## src/rtl/interp_out_buffer.sv

```systemverilog
// Output FIFO for the 30x interpolator: captures yin once per frame and
// hands samples to a show-ahead valid/ready consumer.
//
// Ports:
//   clk30x      : clock shared with the interpolator
//   rst         : asynchronous active-high reset
//   yin         : interpolator sample (changes on frame boundaries)
//   dout        : head-of-FIFO sample (show-ahead, registered)
//   dout_valid  : dout holds a valid sample
//   dout_ready  : consumer takes dout this cycle
//   level       : occupancy 0..DEPTH (storage plus output register)
//   ovf         : sample dropped indicator
//   ovf_clr     : clears a sticky ovf
//
// Build option: define STICKY_OVF_EN to make ovf sticky until ovf_clr.
// Without it ovf is a one-clock pulse and ovf_clr is ignored.

module interp_out_buffer #(
    parameter int WIDTH         = 16,
    parameter int DEPTH         = 8,
    parameter int FRAME_LEN     = 30,
    parameter int CAPTURE_PHASE = 0
) (
    input  logic                     clk30x,
    input  logic                     rst,
    input  logic [WIDTH-1:0]         yin,
    output logic [WIDTH-1:0]         dout,
    output logic                     dout_valid,
    input  logic                     dout_ready,
    output logic [$clog2(DEPTH):0]   level,
    output logic                     ovf,
    input  logic                     ovf_clr
);

    localparam int AW = $clog2(DEPTH);
    localparam int PW = (FRAME_LEN > 1) ? $clog2(FRAME_LEN) : 1;
    localparam logic [PW-1:0] LAST_PH = PW'(FRAME_LEN - 1);
    localparam logic [PW-1:0] CAP_PH  = PW'(CAPTURE_PHASE);
    localparam logic [AW:0]   FULL_LV = (AW+1)'(DEPTH);

    logic [PW-1:0]    r_phase;
    logic             r_armed;
    logic [WIDTH-1:0] r_mem [DEPTH];
    logic [AW-1:0]    r_wptr;
    logic [AW-1:0]    r_rptr;
    logic [AW:0]      r_cnt;
    logic [WIDTH-1:0] r_dout;
    logic             r_dout_valid;
    logic             r_ovf;

    logic             w_cap_edge;
    logic             w_cap;
    logic             w_pop;
    logic [AW:0]      w_level;
    logic             w_full;
    logic             w_drop;
    logic             w_wr;
    logic             w_load;
    logic [AW:0]      w_cnt_nxt;

    assign w_cap_edge = (r_phase == CAP_PH);
    // The first capture edge after reset would see the reset value of yin.
    assign w_cap      = w_cap_edge && r_armed;
    assign w_pop      = r_dout_valid && dout_ready;
    // Occupancy counts the output register as one slot.
    assign w_level    = r_cnt + (AW+1)'(r_dout_valid);
    assign w_full     = (w_level == FULL_LV);
    // A pop on the same edge frees a slot, so full+pop is not a drop.
    assign w_drop     = w_cap && w_full && !w_pop;
    assign w_wr       = w_cap && !w_drop;
    // Refill the output register when it is empty or being consumed.
    assign w_load     = (!r_dout_valid || w_pop) && (r_cnt != '0);

    always_comb begin
        w_cnt_nxt = r_cnt;
        unique case ({w_wr, w_load})
            2'b10:   w_cnt_nxt = r_cnt + 1'b1;
            2'b01:   w_cnt_nxt = r_cnt - 1'b1;
            default: w_cnt_nxt = r_cnt;
        endcase
    end

    always_ff @(posedge clk30x or posedge rst) begin
        if (rst) begin
            r_phase <= '0;
            r_armed <= 1'b0;
        end else begin
            r_phase <= (r_phase == LAST_PH) ? '0 : r_phase + 1'b1;
            if (w_cap_edge) begin
                r_armed <= 1'b1;
            end
        end
    end

    // Storage array carries no reset; pointers and count define validity.
    always_ff @(posedge clk30x) begin
        if (w_wr) begin
            r_mem[r_wptr] <= yin;
        end
    end

    always_ff @(posedge clk30x or posedge rst) begin
        if (rst) begin
            r_wptr <= '0;
            r_rptr <= '0;
            r_cnt  <= '0;
        end else begin
            if (w_wr) begin
                r_wptr <= r_wptr + 1'b1;
            end
            if (w_load) begin
                r_rptr <= r_rptr + 1'b1;
            end
            r_cnt <= w_cnt_nxt;
        end
    end

    always_ff @(posedge clk30x or posedge rst) begin
        if (rst) begin
            r_dout       <= '0;
            r_dout_valid <= 1'b0;
        end else if (w_load) begin
            r_dout       <= r_mem[r_rptr];
            r_dout_valid <= 1'b1;
        end else if (w_pop) begin
            r_dout_valid <= 1'b0;
        end
    end

`ifdef STICKY_OVF_EN
    // A drop wins over a coincident clear.
    always_ff @(posedge clk30x or posedge rst) begin
        if (rst) begin
            r_ovf <= 1'b0;
        end else if (w_drop) begin
            r_ovf <= 1'b1;
        end else if (ovf_clr) begin
            r_ovf <= 1'b0;
        end
    end
`else
    logic w_unused_ovf_clr;
    assign w_unused_ovf_clr = ovf_clr;

    always_ff @(posedge clk30x or posedge rst) begin
        if (rst) begin
            r_ovf <= 1'b0;
        end else begin
            r_ovf <= w_drop;
        end
    end
`endif

    assign dout       = r_dout;
    assign dout_valid = r_dout_valid;
    assign level      = w_level;
    assign ovf        = r_ovf;

endmodule

```

## config.mk

```make
export PLATFORM = sky130hd
export DESIGN_NAME = interp_out_buffer
export DESIGN_NICKNAME = d
export VERILOG_FILES = /design/src/rtl/interp_out_buffer.sv
export SDC_FILE = /design/constraint.sdc
export NUM_CORES = 1
export LEC_CHECK = 0
export CORE_ASPECT_RATIO = 1.1
export CORE_MARGIN = 8
export CORE_UTILIZATION = 25
export DETAILED_ROUTE_END_ITERATION = 10
export GPL_ROUTABILITY_DRIVEN = 0
export GPL_TIMING_DRIVEN = 0
export PLACE_DENSITY = 0.4
export REMOVE_ABC_BUFFERS = 1
export SYNTH_ARGS = -nofsm -noshare
export SYNTH_HDL_FRONTEND = slang
export SYNTH_SLANG_ARGS = --single-unit
export TNS_END_PERCENT = 50
```

## constraint.sdc

```tcl
create_clock -name clk30x -period 4.7 [get_ports clk30x]
set_input_delay 1.175 -clock clk30x [delete_from_list [all_inputs] [get_ports clk30x]]
set_output_delay 1.175 -clock clk30x [all_outputs]
set_load 0.01 [all_outputs]
```

== After elaboration in Yosys (flattened, before gate mapping) ==
Memories as Yosys holds them, arrays and structs flattened. A register that Yosys moved wholly into a read port is not among the register bits.
Cells that the tools add are included.
W data, S select, Z words.

* Register bits: 18
* RAM bits: 128
* Input port bits: 20
* Output and inout port bits: 22
* Memories kept: 1

{| class="wikitable"
|+ Memories
! memory !! words !! width !! read ports !! clocked after memory_dff !! write ports !! RTL line !! text
|-
| r_mem || 8 || 16 || 1 || 1 || 1 || 43 || <nowiki>logic [WIDTH-1:0] r_mem [DEPTH];</nowiki>
|}

* Add/sub/neg operators: 6
* Equal/unequal tests: 4
* Multiplexer cells: 6
* Reduce and logical (&&, ||, !) cells: 14

{| class="wikitable"
|+ Operator list
! cell !! number
|-
| $pmux W4 S2 || 1
|-
| $add A3 B1 Y3 const B || 2
|-
| $logic_and A1 B1 Y1 || 6
|-
| $add A5 B1 Y5 const B || 1
|-
| $eq A5 B5 Y1 const B || 1
|-
| $logic_not A5 Y1 || 1
|-
| $mux W5 || 1
|-
| $add A4 B1 Y4 || 1
|-
| $add A4 B1 Y4 const B || 1
|-
| $eq A4 B4 Y1 const B || 1
|-
| $mux W1 || 4
|-
| $reduce_bool A2 Y1 || 2
|-
| $reduce_bool A4 Y1 || 1
|-
| $sub A4 B1 Y4 const B || 1
|-
| $logic_not A1 Y1 || 3
|-
| $eq A2 B1 Y1 const B || 1
|-
| $eq A2 B2 Y1 const B || 1
|-
| $logic_or A1 B1 Y1 || 1
|}

== Depth between registers and ports, before layout ==
* Word-level depth: 8
* Gate-level depth with buffers: 11
* Mapped depth without buffers: 11

== Worst setup path before layout ==
Ideal clock, no wire load.

* Path kind: input to register
* Start: input port dout_ready
* End: memory r_mem[0][0] (enable)
* Library setup time: 0.430 ns
* Data arrival time: 3.064 ns
* Required time: 4.270 ns
* Setup slack: 1.206 ns
* Stages on the path: 3
* Buffers on the path: 0
* Path through: a2111o_1 > o21ai_4 > nor4_1

* Longest elaborated chain between the ends: 7

{| class="wikitable"
|+ Ends and longest elaborated chain
! item !! RTL line !! text
|-
| from (decl) || 29 || <nowiki>input logic dout_ready,</nowiki>
|-
| $logic_and A1 B1 Y1 || 64 || <nowiki>assign w_pop = r_dout_valid && dout_ready;</nowiki>
|-
| $logic_not A1 Y1 || 69 || <nowiki>assign w_drop = w_cap && w_full && !w_pop;</nowiki>
|-
| $logic_and A1 B1 Y1 || 69 ||
|-
| $logic_not A1 Y1 || 70 || <nowiki>assign w_wr = w_cap && !w_drop;</nowiki>
|-
| $logic_and A1 B1 Y1 || 70 ||
|-
| $mux W1 || 97 || <nowiki>if (w_wr) begin</nowiki>
|-
| $mux W1 (not written as such) || 98 || <nowiki>r_mem[r_wptr] <= yin;</nowiki>
|-
| to (decl) || 43 ||
|}

Every way passes these cells.

== Worst setup path after layout ==
* Start: input port dout_ready
* End: register r_cnt[3]

* Longest elaborated chain between the ends: 7
* Elaborated cells between the ends (all ways): 11
* Classes of those cells: eq/ne (2); mux (1); reduce/logical (8)

{| class="wikitable"
|+ Ends and longest elaborated chain
! item !! RTL line !! text
|-
| $logic_and A1 B1 Y1 * || 64 ||
|-
| $logic_not A1 Y1 || 69 ||
|-
| $logic_and A1 B1 Y1 || 69 ||
|-
| $logic_not A1 Y1 || 70 ||
|-
| $logic_and A1 B1 Y1 || 70 ||
|-
| $eq A2 B1 Y1 / $eq A2 B2 Y1 (equally long branches) || 76 || <nowiki>unique case ({w_wr, w_load})</nowiki>
|-
| $pmux W4 S2 / $reduce_bool A2 Y1 (equally long branches) || -- ||
|-
| to (signal assigned) || 114 || <nowiki>r_cnt <= w_cnt_nxt;</nowiki>
|-
| to (decl) || 46 || <nowiki>logic [AW:0] r_cnt;</nowiki>
|}

Every way passes the cells marked *; elsewhere a longest branch is shown, timed or not.
A chain may end at the register's enable or synchronous reset.

==> impl_metrics.ini <==
[run_status]
status = complete, no violations

[route]
highest-signal-layer = met5
via_per_inst = 4.22
wirelength_mm = 14.8
wl_met3_um = 504
antenna_left = 0
drc_errors = 0
drtIter0Drc = 250
met2_length_mm = 7.36
wl_met1_mm = 6.75
post_drt_wl_per_cell_um = 17.7
drt-pass1-iter-count = 4
via_count = 3533

[clocking]
cts.clk_slew.worst_paths_ns = 0.07
root_buffer = clkbuf_16
numCtsBuffers = 17
clockBufferDepth = 2
cts_tree = done
htreeDepth = 4
cts_resized = 0
clock_latency_ns = 0.42
postCtsSetupBuffers = 0
cts_hold_repair.buffers = 0
clkSinkCount = 162

[grt]
grt_max_degree = 43
grt_overflow = 0
grt_pass1_vias = 3823
grt_util_all_layers_pct = 10.1
grt_pass1_wl_mm = 23.1
antenna_found_initial = 1

[sta]
relSlewSlack_pct = 29.6
finalCriticalPeriod_ns = 4.14
drv_slew = 0
setup_viol = 0
period_share_pct = 88.2
worst_slew_pin_slew_ns = 1.06
finalHoldViolCount = 0
setup_tns_ns = 0
rsz0062_at_grt = no
clock_skew_ns = 0.00984
fmaxAchievable_ghz = 0.241

[floorplan]
core_um2 = 25800
io_pins = 42
start_util_pct = 25.1
die_height_um = 185
rows = 62
die_w_um = 170
die-area_um2 = 31400

[power]
irDropWorstVdd_mv = 0.267
p_leak_nw = 2.99
power_mw = 4.60
powerDensity_nw_per_um2 = 560

[logic_synthesis]
syn_area_um2 = 6480
synth.distinct_cells = 37
synth_edf_count = 128
avgSynthCellArea_um2 = 15.7
ys_warn_count = 0
netlist.area_leader.share_pct = 59.3
ys.flop_type = edfxtp_1
synth_area_leaders = edfxtp_1, dfrtp_1, mux2i_1, a22oi_1, nand2_1
synth_top_area_cell = edfxtp_1
async_flop_share_pct = 21.0
synth-seq-cells = 162
synth_seq_area_share_pct = 72.4
synthCells = 414

[hold_path]
hold_class = flop to flop

[run]
cap_violations = 0

[setup_path]
setup.worst_path.start_class = primary input
endpoint_kind = flop
crit_path_cell_trace = clkdlybuf4s50_1, inv_1, a21o_1, inv_2, ha_1, ha_1, a21oi_1, o21ai_0, o311ai_0
worstPathArrival_ns = 4.45
crit_fanout = 19
required_ns = 5.01
slowest_stage = a21o_1
crit_top_cell = ha_1
cp_slowest_stage_delay_ns = 0.82
worstSetupPathType = primary input to flop

[layout]
syn_to_final_growth_pct = 26.6
diodes = 0
drive_gt1_share_pct = 13.8
finish.utilization_pct = 31.8
mostFrequentLayoutCell = edfxtp_1
most-common-layout-cells = edfxtp_1, mux2i_1, nand2_1
nNetsFinal = 504

[place]
hpwl_mm = 9.65
port_buffers = 40
routing by layer:
metal	global-route usage [%]	vias up
met5	0	-
met4	3.44	2
met3	3.09	14
met2	16.5	52
met1	12.6	1774
li1	-	1691
power breakdown:
group          leakage, nW  internal, mW  total (mW)  switching, mW
registers             1.55          1.66        1.80          0.142
logic                 1.14         0.615        1.28          0.669
clock network        0.304         0.954        1.51          0.559
cells in the mapped netlist, types with 3 or more instances:
master,count
edfxtp_1,128
inv_1,11
nor2_1,4
nand3_1,18
xnor2_1,5
dfrtp_1,34
o211ai_1,3
nor4_1,3
buf_2,10
nand2b_1,3
nand2_1,42
a22oi_1,33
nor3_1,5
o21ai_0,5
and2_1,4
clkbuf_1,7
mux2i_1,65
ha_1,10
xor2_1,3
per-stage QoR:
| stage | hold slack (ns) | std cells | instance area, µm² | setup WS [ns] |
|---|---|---|---|---|
| after global placement | 0.441 | 788 | 7240 | -1.23 |
| after detailed placement | 0.443 | 806 | 7560 | 0.0233 |
| after CTS | 0.460 | 838 | 8210 | 0.447 |
| final | 0.459 | 838 | 8210 | 0.555 |
| after global routing | 0.485 | 838 | 8210 | 0.194 |
| after floorplan | 0.430 | 396 | 6400 | 1.21 |
final cells by class:
cell class / count / area (µm²)
clock buffer: 18 / 439
clock inverter: 14 / 211
fill: 2533 / 17600
inverter: 12 / 45.0
multi-input combinational: 222 / 1710
sequential: 162 / 4700
tap: 352 / 440
timing repair buffer: 58 / 668
state kept, by name (all words and copies together), names as in the netlist:
register    cells
r_phase         5
dout_valid      1
r_cnt           4
r_wptr          3
r_mem         128
ovf             1
dout           16
r_armed         1
r_rptr          3
cells by family (layout without fill, tap and decap cells):
family / Yosys count / count (layout) / share of synthesized area [%]
flip-flops: 162 / 162 / 72.4
AND/OR/NAND/NOR: 88 / 88 / 6.39
multiplexers: 66 / 66 / 10.3
AO/OA/AOI/OAI: 49 / 49 / 5.69
buffers and inverters: 30 / 102 / 1.93
adder cells (fa/ha/maj): 11 / 11 / 2.24
XOR/XNOR: 8 / 8 / 1.08
path summary, 6_finish.rpt:
kind,from,endpoint,slack (ns),cells after the start
setup / recovery,dout_ready,r_cnt[3],0.56,9
hold / removal,r_armed,r_armed,0.46,1
setup reg to reg,r_cnt[1],r_cnt[3],0.98,8
hold reg to reg,r_armed,r_armed,0.46,1
max in group asynchronous,rst,r_rptr[0],3.27,3
min in group asynchronous,rst,dout[11],0.97,2
critical path: cells and delay by family:
family	cells	cell delay (ns)
AOI/OAI and AO/OA	4	1.50
buffers and inverters	3	1.00
adders and majority gates	2	0.76
Power figures use the tool's default switching activity.
